===== src/rtl/count_pkg.sv =====
// Shared constants and helpers for the BCD counter family: BCD digit width,
// decimal-to-BCD conversion for elaboration-time constants, and digit validity.
package count_pkg;

  localparam int BCD_W      = 4;
  localparam int MAX_DIGITS = 8;

  // Packed BCD image of a decimal integer; digits above 'digits' are left at zero.
  function automatic logic [BCD_W*MAX_DIGITS-1:0] int_to_bcd(input int value, input int digits);
    logic [BCD_W*MAX_DIGITS-1:0] r;
    int v;
    r = '0;
    v = value;
    for (int i = 0; i < MAX_DIGITS; i++) begin
      if (i < digits) begin
        r[i*BCD_W +: BCD_W] = 4'(v % 10);
        v = v / 10;
      end
    end
    return r;
  endfunction

  function automatic logic bcd_valid(input logic [BCD_W*MAX_DIGITS-1:0] vec);
    logic ok;
    ok = 1'b1;
    for (int i = 0; i < MAX_DIGITS; i++) begin
      if (vec[i*BCD_W +: BCD_W] > 4'd9) ok = 1'b0;
    end
    return ok;
  endfunction

endpackage


===== src/rtl/bcd_digit.sv =====
// One BCD digit of the up/down chain: steps on inc or dec and reports the
// carry (9 -> 0) or borrow (0 -> 9) into the next digit.
module bcd_digit
  import count_pkg::*;
(
  input  logic [BCD_W-1:0] d,
  input  logic             inc,
  input  logic             dec,
  output logic [BCD_W-1:0] q,
  output logic             carry,
  output logic             borrow
);

  always_comb begin
    q = d;
    if (inc) begin
      q = (d == 4'd9) ? 4'd0 : d + 4'd1;
    end else if (dec) begin
      q = (d == 4'd0) ? 4'd9 : d - 4'd1;
    end
  end

  assign carry  = inc & (d == 4'd9);
  assign borrow = dec & (d == 4'd0);

endmodule


===== src/rtl/bcd_count_ud.sv =====
// N-digit cascadable up/down BCD counter with configurable maximum,
// validated synchronous load, combinational tc and registered wrap/err pulses.
module bcd_count_ud
  import count_pkg::*;
#(
  parameter int DIGITS = 2,
  parameter int MAX    = 99
) (
  input  logic                    clk,
  input  logic                    rst,
  input  logic                    enable,
  input  logic                    up,
  input  logic                    load,
  input  logic [BCD_W*DIGITS-1:0] load_val,
  output logic [BCD_W*DIGITS-1:0] out,
  output logic                    tc,
  output logic                    wrap,
  output logic                    err
);

  localparam int W = BCD_W * DIGITS;
  localparam logic [BCD_W*MAX_DIGITS-1:0] MAX_FULL = int_to_bcd(MAX, DIGITS);
  localparam logic [W-1:0] MAX_BCD = MAX_FULL[W-1:0];

  logic          step_up;
  logic          step_dn;
  logic          at_max;
  logic          at_zero;
  logic          load_ok;
  logic [W-1:0]  chain_val;
  logic [W-1:0]  step_val;
  logic [DIGITS:0] carry;
  logic [DIGITS:0] borrow;
  logic          unused_chain;

  assign step_up = enable & ~load & up;
  assign step_dn = enable & ~load & ~up;
  assign at_max  = (out == MAX_BCD);
  assign at_zero = (out == '0);

  assign tc = (step_up & at_max) | (step_dn & at_zero);

  // Plain BCD ripple; the terminal override below replaces it at MAX and 0.
  assign carry[0]  = step_up;
  assign borrow[0] = step_dn;

  for (genvar i = 0; i < DIGITS; i++) begin : g_digit
    bcd_digit u_digit (
      .d      (out[i*BCD_W +: BCD_W]),
      .inc    (carry[i]),
      .dec    (borrow[i]),
      .q      (chain_val[i*BCD_W +: BCD_W]),
      .carry  (carry[i+1]),
      .borrow (borrow[i+1])
    );
  end

  // Top-digit carry/borrow can only occur at terminal values, which the override covers.
  assign unused_chain = carry[DIGITS] | borrow[DIGITS];

  always_comb begin
    step_val = chain_val;
    if (step_up && at_max) begin
      step_val = '0;
    end else if (step_dn && at_zero) begin
      step_val = MAX_BCD;
    end
  end

  // Valid BCD digits compare in the same order as their decimal values.
  assign load_ok = bcd_valid(32'(load_val)) && (load_val <= MAX_BCD);

  always_ff @(posedge clk or posedge rst) begin
    if (rst) begin
      out  <= '0;
      wrap <= 1'b0;
      err  <= 1'b0;
    end else begin
      wrap <= 1'b0;
      err  <= 1'b0;
      if (load) begin
        if (load_ok) begin
          out <= load_val;
        end else begin
          err <= 1'b1;
        end
      end else if (enable) begin
        out  <= step_val;
        wrap <= tc;
      end
    end
  end

endmodule


===== config.mk =====
export PLATFORM = sky130hd
export DESIGN_NAME = bcd_count_ud
export DESIGN_NICKNAME = d
export VERILOG_FILES = /design/src/rtl/count_pkg.sv /design/src/rtl/bcd_digit.sv /design/src/rtl/bcd_count_ud.sv
export SDC_FILE = /design/constraint.sdc
export NUM_CORES = 1
export LEC_CHECK = 0
export ABC_CLOCK_PERIOD_IN_PS = 4740
export CAP_MARGIN = 10
export CORE_UTILIZATION = 25
export CTS_CLUSTER_DIAMETER = 200
export DETAILED_ROUTE_END_ITERATION = 10
export GPL_TIMING_DRIVEN = 0
export MAX_ROUTING_LAYER = met4
export PLACE_DENSITY_LB_ADDON = 0.15
export REMOVE_ABC_BUFFERS = 1
export SYNTH_ARGS = -nofsm -noshare
export SYNTH_HDL_FRONTEND = slang
export SYNTH_SLANG_ARGS = --single-unit

===== constraint.sdc =====
create_clock -name clk -period 4.74 [get_ports clk]
set_clock_uncertainty 0.2 [all_clocks]
set_input_delay 0.948 -clock clk [delete_from_list [all_inputs] [get_ports clk]]
set_output_delay 0.948 -clock clk [all_outputs]
set_load 0.02 [all_outputs]

# Word level (Yosys, flattened, before mapping)
# Index checks and enable logic that the tools add are counted.
[word_totals] ff_bits=10 input_bits=13 out_inout_bits=11 word_cells=55
[op_classes] n_addsub=4 n_lt_le_gt_ge=3 n_eq_ne=4 mux=19 bitwise=10 n_reduce_logical=11
[ops] operator="$mux W8" n=5
[ops] operator="$mux W4" n=8
[ops] operator="$reduce_bool A5 Y1" n=2
[ops] operator="$add A4 B1 Y4 const B" n=2
[ops] operator="$eq A4 B4 Y1 const B" n=2
[ops] operator="$eq A8 B8 Y1 const B" n=1
[ops] operator="$gt A4 B4 Y1 const B" n=2
[ops] operator="$le A8 B8 Y1 const B" n=1
[ops] operator="$logic_not A4 Y1" n=2
[ops] operator="$logic_not A8 Y1" n=1
[ops] operator="$sub A4 B1 Y4 const B" n=2
[ops] operator="$and A1 B1 Y1" n=7
[ops] operator="$mux W1" n=6
[ops] operator="$reduce_and A3 Y1" n=2
[ops] operator="$logic_and A1 B1 Y1" n=3
[ops] operator="$ne A2 B1 Y1 const B" n=1
[ops] operator="$not A1 Y1" n=2
[ops] operator="$reduce_bool A2 Y1" n=1
[ops] operator="$or A1 B1 Y1" n=1

# Logic depth before layout (Yosys ltp)
# Gate-level depths: netlist of the first run.
[depth] ltp_word=10 ltp_mapped=7 mapped_depth_nobuf=7

# Modules after synthesis
# Synthesis of the first run repeated with hierarchy kept, for this count alone.
[hier_totals] cells_unflattened=126 area_unflattened_um2=982.2
[by_module_without_submodules] module="bcd_count_ud" n_inst=1 cells_each=64 area_per_inst_um2=556.8 seq_area_each_um2=250.2
[by_module_without_submodules] module="bcd_digit" n_inst=2 cells_each=31 area_per_inst_um2=212.7 seq_area_each_um2=0.0

# Worst setup path before layout of the first run
# Ideal clock, no wire load.
[synth_timing] path_type="in2out" startpoint="input port load" endpoint="output port tc" t_arrival_ps=1881 required_time_ps=3592 slack_ps=1711 cell_stages=4 path_buffers=1 cell_sequence="buf_4 > and2b_4 > nand2_4 > o31ai_2"
[synth_between] elab_chain_cells=5 word_cells_on_any_way=7 cone_classes="bitwise (7)"
[synth_lines] item="start: declaration" line="bcd_count_ud.sv:13" rtl="input logic load,"
[synth_lines] item="$not A1 Y1 (*)" line="bcd_count_ud.sv:36, bcd_count_ud.sv:37"
[synth_lines] item="$and A1 B1 Y1 (*)" line="bcd_count_ud.sv:36, bcd_count_ud.sv:37"
[synth_lines] item="$and A1 B1 Y1, on equally long branches" line="bcd_count_ud.sv:36, bcd_count_ud.sv:37"
[synth_lines] item="$and A1 B1 Y1" line="bcd_count_ud.sv:41" rtl="assign tc = (step_up & at_max) | (step_dn & at_zero);"
[synth_lines] item="$or A1 B1 Y1 (*)" line="bcd_count_ud.sv:41"
[synth_lines] item="end: declaration" line="bcd_count_ud.sv:16" rtl="output logic tc,"
# Every way passes the cells marked *; elsewhere a longest branch is shown, timed or not.

# Worst setup path in the final report of the first run
# Ends and elaborated chain as after synthesis.

==> results.txt, run 1 <==
----------------------------------------------------
[Status]
  Run status ... completed

[Floorplanning]
  Initial core utilization ... 26.8%
  I/O pin count ... 24
  Die W ... 62.5 um
  Site Rows ... 21
  Die Y-Extent ... 62.5 um
  Die area ... 3910 um^2
  Core Area ... 3420 um^2

[Setup path]
  Cell repeated most along the worst path ... clkdlybuf4s50_1
  Cells along the critical path ... clkdlybuf4s50_1 > and2b_4 > nand2_4 > o31ai_2 > clkdlybuf4s50_1
  Nature of the critical path startpoint ... input port
  Worst path buffer plus inverter count ... 2
  Arrival time worst endpoint ... 3.10 ns
  Critical-path top delay cell ... clkdlybuf4s50_1
  Worst setup path class ... input port to primary output
  Capturing element type of the critical path ... primary output
  RR Startpoint ... out[1]
  Worst reg2reg endpoint ... out[4]
  Kind of cell adding the most delay to the critical path ... buffers and inverters
  Flop-to-flop setup slack ... 2.58 ns
  CP peak stage delay ... 0.70 ns
  Critical Path Fanout Max ... 17
  Path depth of the worst reg2reg path ... 7
  WP data required ... 3.59 ns

[Synth]
  Top cell type's share of synthesized area ... 27.3%
  Sequential cell area fraction in the yosys report ... 27.3%
  Syn_area_per_cell ... 8.72 um^2
  Cell taking the most area after synthesis ... dfrtp_1
  Count of state elements after synthesis ... 10
  Synthesized instance count ... 105
  Synth warnings ... 0
  Count of different cell masters after synthesis ... 40
  Area of the mapped netlist ... 916 um^2
  Synth area leaders ... dfrtp_1, ha_1, nand2_1

[Pwr]
  Worst vdd ir ... 184 uV
  PwrDens ... 356 nW/um^2
  Leak ... 0.000500 uW

[Placement]
  Number of buffers added on ports ... 23
  Placed Area ... 1170 um^2
  Final estimated routing congestion in global placement ... 0.788
  Detailed Place HPWL ... 1.77 mm
  Pre-CTS setup slack ... 0.485 ns
  Inst Count DP ... 169

[Drt]
  DRC violation total after the first TritonRoute iteration ... 46
  Final wirelength ... 2.22 mm
  First-pass iteration count of the detailed router ... 2
  Per-cell via count in the routed design ... 4.85
  Count of antenna-violating nets left after detailed routing ... 0
  Number of remaining DRC errors ... 0
  Per-cell routed wire length ... 12.9 um
  Via count of the routed design ... 835

[Worst hold path]
  WHS Path Cells ... 1
  Hold Path Sink ... out[5]
  Worst Hold Class ... register to register
  Startpoint of the most critical hold path ... out[5]

[Clock network]
  TritonCTS clock tree ... yes
  CTS HTree Levels ... 1
  Max Buffers Root-to-Sink ... 2
  Cts repair resizes ... 0
  Quantity of hold-fixing buffers added after cts ... 0
  Clock insertion delay at the later pin of the skew report ... 0.25 ns
  CTS clock-pin slew for the worst setup and hold paths ... 0.06 ns
  CTS buffer count ... 3
  # Post-CTS Setup Buffers ... 0
  Sinks on Clock Net ... 10
  Buffer type at the clock tree root ... clkbuf_4

[GRT]
  Vias in the first global route ... 844
  Number of antenna violations at the first check in global routing ... 0
  Pin count of the biggest net entering global routing ... 18
  All-layer global routing usage ... 12.5%
  First-pass GRT wire length ... 3.78 mm
  Remaining global-route overflow ... 0

[Final layout]
  Layout net count ... 148
  Area Growth Syn to Fin ... 30.3%
  Antenna diodes ... 0
  Fin cells ... 172
  Final standard cell area without fillers ... 1190 um^2
  Share of cells above drive strength 1 ... 10.3%
  Total of fill cells in the finished design ... 377

[Flow run]
  Max-cap violation count ... 0

[STA]
  Total count of max-transition violations in the final report ... 0
  Count of final hold-check violations ... 0
  Final setup margin ... 0.496 ns
  Final period util ... 89.5%
  Total Neg Setup Slack ... 0 ns
  Worst rel slew slack ... 62.1%
  Slew at the pin closest to its max-slew limit ... 0.566 ns
  Post-route minimum period ... 4.24 ns
  Maximum clock rate ... 0.236 GHz
  Unrepaired setup endpoints after global routing ... no
  Number of failing setup endpoints in the final timing report ... 0
  Post-Route Hold Slack ... 0.466 ns

----------------------------------------------------
layer usage:
metal | GRT usage (%) | part of all wire, % | up-vias
met5 | - | 0 | -
met4 | 2.03 | 0.63 | 0
met3 | 4.56 | 4.4 | 2
met2 | 20.0 | 48 | 21
met1 | 15.2 | 47 | 380
li1 | - | - | 432
cell families (layout without fill, tap and decap cells):
kind of cell    after synthesis  after routing  synth area share (%)
flops                        10             10                  27.3
xor+xnor                      1              1                 0.956
mux                           4              4                  7.65
buf+inv                      14             35                  7.24
simple gates                 34             34                  20.1
fa+ha+maj                     7              7                  9.56
compound gates               35             35                  27.2
layout make-up:
class	instances	area (um^2)	share of cell area [%]
timing repair buffer	23	230	19.3
sequential	10	250	21.0
clock buffer	3	22.5	1.89
tap	46	57.6	4.82
inverter	9	33.8	2.83
multi-input combinational	81	599	50.2
cells in the mapped netlist (all sizes together):
master,instances
nand3,4
and2,1
o22ai,1
a22o,1
o31ai,4
mux2i,1
o21bai,2
a311oi,1
mux4,2
a211oi,1
and2b,2
nor4b,2
buf,4
nor2,4
nand2,16
o21ai,7
a21oi,7
nand2b,2
xnor2,1
and4b,1
mux2,1
ha,7
dfrtp,10
a31oi,2
o211ai,2
inv,9
o311ai,2
o21a,3
nor3,1
a221oi,2
nor3b,1
clkbuf,1
worst max-delay path by stage:
stage / from / end / cells after the start
final: load / tc / 5
after global routing: load / tc / 5
after CTS: load / tc / 5
after detailed placement: load / tc / 5
after global placement: load / tc / 5
after floorplan: load / tc / 3
sequential cells by signal (all words and copies together), names as in the netlist:
signal  flops
err         1
out         8
wrap        1
stage by stage:
stage | power [uW] | util [%]
after floorplan | 284 | -
after global placement | 371 | 34.3
after detailed placement | 373 | 34.3
after CTS | 430 | 34.9
after global routing | 464 | 34.9
final | 425 | 34.9
worst register-to-register path, cell delays in order (launching register included):
cell and delay (ns):
dfrtp_1 0.44, inv_1 0.18, ha_1 0.23, nor4b_1 0.33, o21ai_0 0.13, nand2_1 0.24, o311ai_1 0.16, o21a_1 0.14
power by group:
group	total (uW)	switching, uW	leakage (uW)	internal, uW
Combinational	221	108	0.000369	113
Clock	55.1	25.9	0.0000138	29.2
Sequential	149	45.0	0.000118	104
Total	425	179	0.000500	246
placed cells by master (no fill, tap or decap), types with 2 or more instances in the layout:
master           count
o21bai_1             2
nand2_1             15
o31ai_1              3
inv_1                9
clkdlybuf4s50_1     23
a221oi_1             2
dfrtp_1             10
o21a_1               3
a21oi_1              7
nor2_1               4
o21ai_0              6
o311ai_1             2
nand2b_1             2
nor4b_1              2
nand3_1              4
clkbuf_4             3
ha_1                 7
No activity file was read; power rests on OpenSTA's default activity.
==> run 2, diff against run 1 <==
SLEW_MARGIN = 10   (was not set)
==> results of run 2 <==
No change in the layout: final DEF, timing and power equal those of run 1.
==> run 3, diff against run 2 <==
GPL_TIMING_DRIVEN = not set   (was 0)
RECOVER_POWER = 50   (was not set)
==> run 3 against run 2 <==
  * Combinational power about the same
  * Setup slack improved by 0.25 ns
  * Total power is 4.6% higher
  * Critical path type unchanged
  * Clock power rose by 36%
  * Register-to-register slack got worse by 0.03 ns
  * Critical path depth unchanged
==> results.txt, run 3 (synthesized netlist as in run 1, its figures left out) <==
----------------------------------------------------
[Flow run]
  Max-cap violation count ... 0 (unchanged)

[STA]
  Total Neg Setup Slack ... 0 ns (unchanged)
  Final period util ... 84.3% (was 89.5%)
  Unrepaired setup endpoints after global routing ... no (unchanged)
  Number of failing setup endpoints in the final timing report ... 0 (unchanged)
  Maximum clock rate ... 0.250 GHz (was 0.236 GHz)
  Worst rel slew slack ... 62.5% (was 62.1%)
  Post-route minimum period ... 4.00 ns (was 4.24 ns)
  Slew at the pin closest to its max-slew limit ... 0.560 ns (was 0.566 ns)
  Final setup margin ... 0.743 ns (was 0.496 ns)
  Total count of max-transition violations in the final report ... 0 (unchanged)
  Count of final hold-check violations ... 0 (unchanged)

[Drt]
  Number of remaining DRC errors ... 0 (unchanged)
  DRC violation total after the first TritonRoute iteration ... 52 (was 46)
  Count of antenna-violating nets left after detailed routing ... 0 (unchanged)
  Per-cell routed wire length ... 13.1 um (was 12.9 um)
  Final wirelength ... 2.29 mm (was 2.22 mm)
  Per-cell via count in the routed design ... 4.89 (was 4.85)
  First-pass iteration count of the detailed router ... 4 (was 2)
  Via count of the routed design ... 851 (was 835)

[GRT]
  Number of antenna violations at the first check in global routing ... 0 (unchanged)
  Vias in the first global route ... 853 (was 844)
  Remaining global-route overflow ... 0 (unchanged)
  All-layer global routing usage ... 12.8% (was 12.5%)
  Pin count of the biggest net entering global routing ... 17 (was 18)
  First-pass GRT wire length ... 3.86 mm (was 3.78 mm)

[Pwr]
  Worst vdd ir ... 188 uV (was 184 uV)
  PwrDens ... 367 nW/um^2 (was 356 nW/um^2)
  Leak ... 0.000518 uW (was 0.000500 uW)

[Floorplanning]
  Core Area ... 3420 um^2 (unchanged)
  I/O pin count ... 24 (unchanged)
  Die Y-Extent ... 62.5 um (unchanged)
  Initial core utilization ... 26.8% (unchanged)
  Site Rows ... 21 (unchanged)
  Die area ... 3910 um^2 (unchanged)
  Die W ... 62.5 um (unchanged)

[Clock network]
  Max Buffers Root-to-Sink ... 2 (unchanged)
  CTS buffer count ... 3 (unchanged)
  TritonCTS clock tree ... yes (unchanged)
  CTS HTree Levels ... 1 (unchanged)
  # Post-CTS Setup Buffers ... 0 (unchanged)
  Buffer type at the clock tree root ... clkbuf_4 (unchanged)
  Sinks on Clock Net ... 10 (unchanged)
  Clock insertion delay at the later pin of the skew report ... 0.26 ns (was 0.25 ns)
  Cts repair resizes ... 0 (unchanged)
  CTS clock-pin slew for the worst setup and hold paths ... 0.06 ns (about the same)
  Quantity of hold-fixing buffers added after cts ... 0 (unchanged)

[Setup path]
  Number of cells on the critical path ... 5 (unchanged)
  Flop-to-flop setup slack ... 2.55 ns (was 2.58 ns)
  Arrival time worst endpoint ... 2.85 ns (was 3.10 ns)
  Kind of cell adding the most delay to the critical path ... buffers and inverters (unchanged)
  Cells along the critical path ... dlygate4sd3_1 > nor4b_1 > nand3_1 > o31ai_2 > clkdlybuf4s50_1 (was clkdlybuf4s50_1 > and2b_4 > nand2_4 > o31ai_2 > clkdlybuf4s50_1)
  WP data required ... 3.59 ns (about the same)
  Nature of the critical path startpoint ... input port (unchanged)
  CP Capture Point ... tc (unchanged)
  CP peak stage delay ... 0.65 ns (was 0.70 ns)
  Critical-path top delay cell ... clkdlybuf4s50_1 (unchanged)
  Capturing element type of the critical path ... primary output (unchanged)
  Worst reg2reg endpoint ... out[5] (was out[4])
  Path depth of the worst reg2reg path ... 7 (unchanged)
  Worst setup path startpoint ... up (was load)
  Worst setup path class ... input port to primary output (unchanged)
  Critical Path Fanout Max ... 3 (was 17)
  Worst path buffer plus inverter count ... 2 (unchanged)
  RR Startpoint ... out[0] (was out[1])

[Final layout]
  Number of flip-flops in the largest register ... 8 (unchanged)
  Top register by number of flip-flops ... out (unchanged)
  Share of cells above drive strength 1 ... 10.9% (was 10.3%)
  Leading cell type in the layout, fill and taps excluded ... clkdlybuf4s50_1 (unchanged)
  Most frequent cells in the layout ... clkdlybuf4s50_1, nand2_1, dfrtp_1 (unchanged)
  Total of fill cells in the finished design ... 381 (was 377)
  Final standard cell area without fillers ... 1210 um^2 (was 1190 um^2)
  Area Growth Syn to Fin ... 32.0% (was 30.3%)
  Antenna diodes ... 0 (unchanged)
  Layout net count ... 149 (was 148)
  Largest regs ... out (8), err (1), wrap (1) (unchanged)

[Placement]
  Final estimated routing congestion in global placement ... 0.800 (was 0.788)
  Placed Area ... 1180 um^2 (was 1170 um^2)
  Detailed Place HPWL ... 1.79 mm (was 1.77 mm)
  Number of buffers added on ports ... 23 (unchanged)
  Pre-CTS setup slack ... 0.847 ns (was 0.485 ns)

[Status]
  Run status ... completed (unchanged)

[Worst hold path]
  Worst Hold Class ... register to register (unchanged)
  WHS Path Cells ... 2 (was 1)

----------------------------------------------------
[run 3: routing by layer]
layer | track usage, % | up-vias | wire, um
met5 | - | - | 0
met4 | 3.78 | 0 | 14
met3 | 4.38 | 2 | 133
met2 | 20.4 | 33 | 1100
met1 | 15.3 | 388 | 1040
li1 | - | 428 | -
[run 3: worst min path at each step]
stage | end | startpoint | slack [ns]
finish | out[3] | out[3] | 0.48
global route | out[5] | out[5] | 0.53
CTS | out[3] | out[3] | 0.48
detailed placement | out[5] | out[5] | 0.45
global placement | out[5] | out[5] | 0.45
floorplan | out[3] | out[3] | 0.49
[run 3: cell type report]
| cell class | instances | area (um^2) | area share, % |
|---|---|---|---|
| clock buffer | 4 | 36.3 | 3.00 |
| tap | 46 | 57.6 | 4.76 |
| sequential | 10 | 250 | 20.7 |
| multi-input combinational | 81 | 593 | 49.1 |
| timing repair buffer | 24 | 238 | 19.7 |
| inverter | 9 | 33.8 | 2.80 |
[run 3: power by group]
part / leakage [uW] / switching, uW / total, uW / internal [uW]
logic: 0.000379 / 109 / 221 / 112
clock network: 0.0000210 / 28.4 / 75.0 / 46.6
registers: 0.000118 / 43.7 / 148 / 104
[run 3: metrics by stage]
stage	utilization, %	cells	hold slack (ns)	power [uW]
after floorplan	-	100	0.487	284
after global placement	34.5	170	0.455	373
after detailed placement	34.5	170	0.450	374
after CTS	35.6	174	0.477	453
after global routing	35.4	174	0.530	480
final	35.4	174	0.475	444
[run 3: worst register-to-register path: cells and delay by family (launching register included)]
| kind | cells | cell delay, ns |
|---|---|---|
| buffers and inverters | 1 | 0.16 |
| AND/OR/NAND/NOR | 2 | 0.60 |
| adder cells (fa/ha/maj) | 1 | 0.23 |
| AO/OA/AOI/OAI | 3 | 0.44 |
| flip-flops | 1 | 0.46 |
